### src/rtl/line_pkg.sv
// Shared definitions for the two-wire line decoder: symbol codes, FSM states,
// default timing parameters and small saturating-counter helpers.
package line_pkg;

  localparam int unsigned DEF_MIN_STABLE = 2;
  localparam int unsigned DEF_MAX_HOLD   = 8;
  localparam int          SYM_CNT_W      = 5;

  // Symbol codes as {a,b}
  localparam logic [1:0] SYM_NULL = 2'b00;
  localparam logic [1:0] SYM_ZERO = 2'b01;
  localparam logic [1:0] SYM_ONE  = 2'b10;
  localparam logic [1:0] SYM_HEAD = 2'b11;

  typedef enum logic [2:0] {
    ST_WAIT_NULL = 3'd0,
    ST_ARMED     = 3'd1,
    ST_QUAL      = 3'd2,
    ST_HOLD      = 3'd3,
    ST_NQUAL     = 3'd4
  } line_state_e;

  function automatic logic [3:0] cnt_inc(input logic [3:0] c);
    return (c == 4'hF) ? c : c + 4'd1;
  endfunction

  // Data-symbol counter update on a qualified strobe of symbol s
  function automatic logic [SYM_CNT_W-1:0] sym_cnt_next(input logic [SYM_CNT_W-1:0] c,
                                                        input logic [1:0] s);
    if (s == SYM_HEAD) return '0;
    return (c == '1) ? c : c + 1'b1;
  endfunction

endpackage

### src/rtl/line_sync.sv
// Two-flop synchronizer for one asynchronous line wire.
module line_sync (
  input  logic i_clk,
  input  logic i_rst,
  input  logic i_d,
  output logic o_q
);
  logic meta_q;
  logic sync_q;

  always_ff @(posedge i_clk or posedge i_rst) begin
    if (i_rst) begin
      meta_q <= 1'b0;
      sync_q <= 1'b0;
    end else begin
      meta_q <= i_d;
      sync_q <= meta_q;
    end
  end

  assign o_q = sync_q;
endmodule

### src/rtl/line_decoder.sv
// Two-wire line decoder: qualifies NULL-separated ZERO/ONE/HEAD symbols into
// one-cycle strobes, flags protocol violations and counts data symbols.
module line_decoder
  import line_pkg::*;
#(
  parameter int unsigned MIN_STABLE = DEF_MIN_STABLE,
  parameter int unsigned MAX_HOLD   = DEF_MAX_HOLD
) (
  input  logic                 i_clk,
  input  logic                 i_rst,
  input  logic                 i_ena,
  input  logic                 i_line_a,
  input  logic                 i_line_b,
  output logic                 o_zero,
  output logic                 o_one,
  output logic                 o_head,
  output logic                 o_err,
  output logic [SYM_CNT_W-1:0] o_sym_cnt,
  output line_state_e          o_dbg_state
);

  localparam logic [3:0] MS = 4'(MIN_STABLE);
  localparam logic [3:0] MH = 4'(MAX_HOLD);

  logic a_sync, b_sync;
  logic [1:0] sym;

  line_sync u_sync_a (.i_clk(i_clk), .i_rst(i_rst), .i_d(i_line_a), .o_q(a_sync));
  line_sync u_sync_b (.i_clk(i_clk), .i_rst(i_rst), .i_d(i_line_b), .o_q(b_sync));

  assign sym = {a_sync, b_sync};

  line_state_e          state_q;
  logic [3:0]           cnt_q;
  logic [1:0]           cand_q;
  logic                 zero_q, one_q, head_q, err_q;
  logic [SYM_CNT_W-1:0] sym_cnt_q;

  always_ff @(posedge i_clk or posedge i_rst) begin
    if (i_rst) begin
      state_q   <= ST_WAIT_NULL;
      cnt_q     <= '0;
      cand_q    <= SYM_NULL;
      zero_q    <= 1'b0;
      one_q     <= 1'b0;
      head_q    <= 1'b0;
      err_q     <= 1'b0;
      sym_cnt_q <= '0;
    end else begin
      zero_q <= 1'b0;
      one_q  <= 1'b0;
      head_q <= 1'b0;
      err_q  <= 1'b0;
      if (!i_ena) begin
        state_q <= ST_WAIT_NULL;
        cnt_q   <= '0;
      end else begin
        case (state_q)
          ST_WAIT_NULL: begin
            if (sym != SYM_NULL) begin
              cnt_q <= '0;
            end else if (cnt_inc(cnt_q) >= MS) begin
              state_q <= ST_ARMED;
              cnt_q   <= '0;
            end else begin
              cnt_q <= cnt_inc(cnt_q);
            end
          end
          ST_ARMED: begin
            if (sym != SYM_NULL) begin
              cand_q <= sym;
              // A single stable sample already qualifies when MIN_STABLE is 1
              if (MS == 4'd1) begin
                zero_q    <= (sym == SYM_ZERO);
                one_q     <= (sym == SYM_ONE);
                head_q    <= (sym == SYM_HEAD);
                sym_cnt_q <= sym_cnt_next(sym_cnt_q, sym);
                state_q   <= ST_HOLD;
                cnt_q     <= MS;
              end else begin
                state_q <= ST_QUAL;
                cnt_q   <= 4'd1;
              end
            end
          end
          ST_QUAL: begin
            if (sym == SYM_NULL) begin
              state_q <= ST_ARMED;
              cnt_q   <= '0;
            end else if (sym == cand_q) begin
              if (cnt_inc(cnt_q) >= MS) begin
                zero_q    <= (cand_q == SYM_ZERO);
                one_q     <= (cand_q == SYM_ONE);
                head_q    <= (cand_q == SYM_HEAD);
                sym_cnt_q <= sym_cnt_next(sym_cnt_q, cand_q);
                state_q   <= ST_HOLD;
                cnt_q     <= MS;
              end else begin
                cnt_q <= cnt_inc(cnt_q);
              end
            end else begin
              cand_q <= sym;
              cnt_q  <= 4'd1;
            end
          end
          ST_HOLD: begin
            if (sym == SYM_NULL) begin
              state_q <= (MS == 4'd1) ? ST_ARMED : ST_NQUAL;
              cnt_q   <= (MS == 4'd1) ? 4'd0 : 4'd1;
            end else if (sym == cand_q && cnt_inc(cnt_q) <= MH) begin
              cnt_q <= cnt_inc(cnt_q);
            end else begin
              err_q   <= 1'b1;
              state_q <= ST_WAIT_NULL;
              cnt_q   <= '0;
            end
          end
          ST_NQUAL: begin
            if (sym == SYM_NULL) begin
              if (cnt_inc(cnt_q) >= MS) begin
                state_q <= ST_ARMED;
                cnt_q   <= '0;
              end else begin
                cnt_q <= cnt_inc(cnt_q);
              end
            end else if (sym == cand_q) begin
              // Short NULL glitch inside a held symbol: resume holding, hold budget restarts
              state_q <= ST_HOLD;
              cnt_q   <= MS;
            end else begin
              err_q   <= 1'b1;
              state_q <= ST_WAIT_NULL;
              cnt_q   <= '0;
            end
          end
          default: begin
            state_q <= ST_WAIT_NULL;
            cnt_q   <= '0;
          end
        endcase
      end
    end
  end

  assign o_zero      = zero_q;
  assign o_one       = one_q;
  assign o_head      = head_q;
  assign o_err       = err_q;
  assign o_sym_cnt   = sym_cnt_q;
  assign o_dbg_state = state_q;

endmodule

### config.mk
export PLATFORM = sky130hd
export DESIGN_NAME = line_decoder
export DESIGN_NICKNAME = d
export VERILOG_FILES = /design/src/rtl/line_pkg.sv /design/src/rtl/line_sync.sv /design/src/rtl/line_decoder.sv
export SDC_FILE = /design/constraint.sdc
export NUM_CORES = 1
export LEC_CHECK = 0
export CAP_MARGIN = 20
export CORE_MARGIN = 10
export CORE_UTILIZATION = 57
export DETAILED_ROUTE_END_ITERATION = 8
export GPL_TIMING_DRIVEN = 0
export PLACE_DENSITY = 0.82
export SLEW_MARGIN = 0
export SYNTH_ARGS = -nofsm -noshare
export SYNTH_HDL_FRONTEND = slang
export SYNTH_SLANG_ARGS = --single-unit
### constraint.sdc
create_clock -name i_clk -period 6.2 [get_ports i_clk]
set_input_delay 0.62 -clock i_clk [delete_from_list [all_inputs] [get_ports i_clk]]
set_output_delay 0.62 -clock i_clk [all_outputs]
set_load 0.03 [all_outputs]
==> out/qor.csv <==
stage,metric,value,unit
drt,DRT iter0 DRCs,74,
synth,"Seq/Total Area, Yosys",41.51,%
synth,synthesized flop and latch total,22,
timing,min Tclk post-route,2.275,ns
hold_path,HP Start,u_sync_b.meta_q$_DFF_PP0_,
place,hpwl dp,2.233,mm
layout,most frequent cells in the layout,"dfrtp_1 (22), clkdlybuf4s50_1 (16), nor2_1 (14)",
worst_setup_path,Reg-to-Reg Start,cnt_q[0]$_DFFE_PP0P_,
hold_path,worst hold stages,0,
synth,Most used DFF post-synth,dfrtp_1,
cts,post-CTS sizing,0,
timing,Final setup viols,0,
synth,"Distinct cells, synth",49,
drt,DR vias/cell,6.223,
timing,RSZ-0062 raised after global routing,false,
worst_setup_path,worst path cell trace,ha_1 > and2_1 > a21oi_2 > nor3_2 > or3_1 > buf_2 > o41ai_2,
worst_setup_path,R2R setup slack,3.92,ns
drt,final wirelength,2.952,mm
timing,Slew @ Worst Pin,0.7918,ns
place,dpl ws,3.933,ns
global_route,first-pass GRT wire length,4.864,mm
global_route,initial antenna violation count,0,
layout,"commonest non-fill, non-tap cell in the layout",dfrtp_1,
cts,clock sinks,22,
worst_setup_path,Crit-path slowest cell,dfrtp_1,
cts,postcts setup bufs,0,
timing,Hold WS,0.3715,ns
floorplan,die footprint,4656,µm²
layout,Syn-to-layout area delta,17.45,%
worst_setup_path,Worst Reg-to-Reg Cells,7,
drt,first-pass detailed-route iteration total,4,
cts,CTS H-tree lvls,1,
floorplan,Ports,17,
worst_setup_path,crit path launch,cnt_q[0]$_DFFE_PP0P_,
timing,Final Hold Vio Count,0,
synth,Post-Syn Nets,148,
layout,fillcell total,182,
power,Peak supply drop,0.2631,mV
timing,fmax,0.4395,GHz
layout,multi-input logic area,729.5,µm²
floorplan,Initial Util,59.95,%
layout,Nets,169,
timing,Clock Skew,0.005519,ns
job,max_cap viols,0,
place,placed instance area,1521,µm²
global_route,total track usage,13.12,%
power,leakage power,0.0006332,µW
drt,Remaining DRCs,0,
drt,ANT nets after route,0,
synth,synth warn,0,
timing,max_slew headroom,47.15,%
worst_setup_path,critical path startpoint category,register,
timing,Final TNS setup,0,ns
timing,period utilization,36.70,%
worst_setup_path,WP data required,6.41,ns
global_route,vias in the first global route,1083,
cts,clock-pin slew on the worst setup and hold paths,0.12,ns
synth,Mapped Area,1326,µm²
cts,hold buffers post-CTS,0,
synth,Synth async-reset ratio,100.0,%
global_route,total grt overflow,0,
floorplan,Die Ht,68.24,µm
global_route,largest net degree at the start of global routing,23,
timing,Setup WS post-layout,3.925,ns
synth,Post-synth EDFFs,0,
hold_path,Hold Crit Class,register to register,
run_status,run status,"complete, no violations",
cts,CTS Buffer Depth,2,
power,PnR Total Power,452.0,µW
worst_setup_path,CP endpoint kind,register,
floorplan,row cnt,17,
layout,share of layout cells above drive strength 1,10.63,%
place,input/output buffers,16,
cts,Num CTS Buffers,3,
power,pwr dens,290.2,nW/µm²
layout,n_diodes,0,
worst_setup_path,crit-path max FO,7,
synth,Cells after Synth,140,
timing,Slew Limit Fails,0,
worst_setup_path,crit-path max cell delay,0.49,ns
place,Routability Congestion,0.9071,
floorplan,die width,68.24,µm
cts,Clock Latency Late Sink,0.30,ns
layout,Reg area,550.5,µm²
layout,post-route cell area,1558,µm²
cts,CTS root buf,clkbuf_4,
synth,"Avg Cell Area, Syn",9.473,µm²
worst_setup_path,Setup Crit Path Kind,register to register,
cts,CTS tree,done,
floorplan,Core ar.,2212,µm²
drt,via count,1170,
worst_setup_path,WP data arrival,2.48,ns
drt,Avg WL per Cell,15.70,µm
critical path, delay by kind of cell (launching register included):
family,cells,cell delay [ns]
buffers and inverters,1,0.16
and+or+nand+nor,3,0.69
adders and majority gates,1,0.32
AOI/OAI and AO/OA,2,0.51
DFF,1,0.49
synthesized netlist by cell type (2+ instances only):
master | instances | area (µm²)
a22o_1 | 3 | 26.28
mux2_2 | 3 | 33.78
a21o_1 | 2 | 15.01
nor2b_1 | 4 | 25.02
nand2b_1 | 4 | 25.02
clkbuf_1 | 3 | 11.26
o31ai_1 | 4 | 30.03
ha_1 | 3 | 37.54
xor2_1 | 2 | 17.52
o22ai_2 | 2 | 25.02
nor2_1 | 14 | 52.55
o32ai_1 | 2 | 17.52
nor3_1 | 3 | 15.01
nand3_1 | 5 | 25.02
inv_1 | 4 | 15.01
o2bb2ai_1 | 2 | 17.52
or3_1 | 2 | 12.51
nand4b_1 | 2 | 17.52
or2_2 | 2 | 12.51
o21ai_0 | 5 | 25.02
nor3b_1 | 3 | 22.52
dfrtp_1 | 22 | 550.5
nand2_1 | 12 | 45.04
o21a_1 | 3 | 22.52
and2_1 | 2 | 12.51
a21oi_1 | 4 | 20.02
logic make-up (layout without fill, tap and decap cells):
group,Yosys count,count (layout),synth area share (%)
adders and majority gates,3,3,2.830
and+or+nand+nor,59,59,23.58
DFF,22,22,41.51
AOI/OAI and AO/OA,39,39,23.30
xor gates and xnor gates,3,3,1.981
muxes,4,4,3.302
buffers and inverters,10,30,3.489
power by group:
group / total [µW] / switching, µW / internal [µW]
Clock: 78.0 / 42.2 / 35.8
Combinational: 183 / 105 / 78.7
Sequential: 191 / 30.4 / 160
Total: 452 / 177 / 275
flip-flops by register name, summed over array words and instances (netlist names):
signal           flops
o_sym_cnt            5
cnt_q                4
o_dbg_state          3
cand_q               2
o_err                1
o_head               1
o_one                1
o_zero               1
u_sync_a.meta_q      1
u_sync_a.o_q         1
u_sync_b.meta_q      1
u_sync_b.o_q         1
cell type report:
type / instances / area share [%]
Multi-Input combinational cell: 108 / 46.83
Timing Repair Buffer: 16 / 10.28
Tap cell: 28 / 2.249
Sequential cell: 22 / 35.34
Clock buffer: 4 / 2.329
Buffer: 6 / 2.008
Inverter: 4 / 0.9639
stage by stage:
step                      cells  util (%)
after floorplan             140         -
after global placement      184     68.78
after detailed placement    184     68.78
after CTS                   188     70.42
after global routing        188     70.42
final                       188     70.42
worst paths after layout:
path / endpoint
worst max-delay path: o_sym_cnt[3]$_DFFE_PP0P_
min in group asynchronous: u_sync_a.meta_q$_DFF_PP0_
max in group asynchronous: o_head$_DFF_PP0_
worst max register to register: o_sym_cnt[3]$_DFFE_PP0P_
worst min register to register: u_sync_b.o_q$_DFF_PP0_
worst min-delay path: u_sync_b.o_q$_DFF_PP0_
layer usage:
metal  up-vias  global-route usage (%)  part of all wire [%]
met4         0                   6.533                   2.6
met3        11                   3.100                   8.8
met5         -                       0                     0
li1        562                       -                     -
met1       543                   17.36                    46
met2        54                   19.53                    43
(Power assumes the default switching activity.)
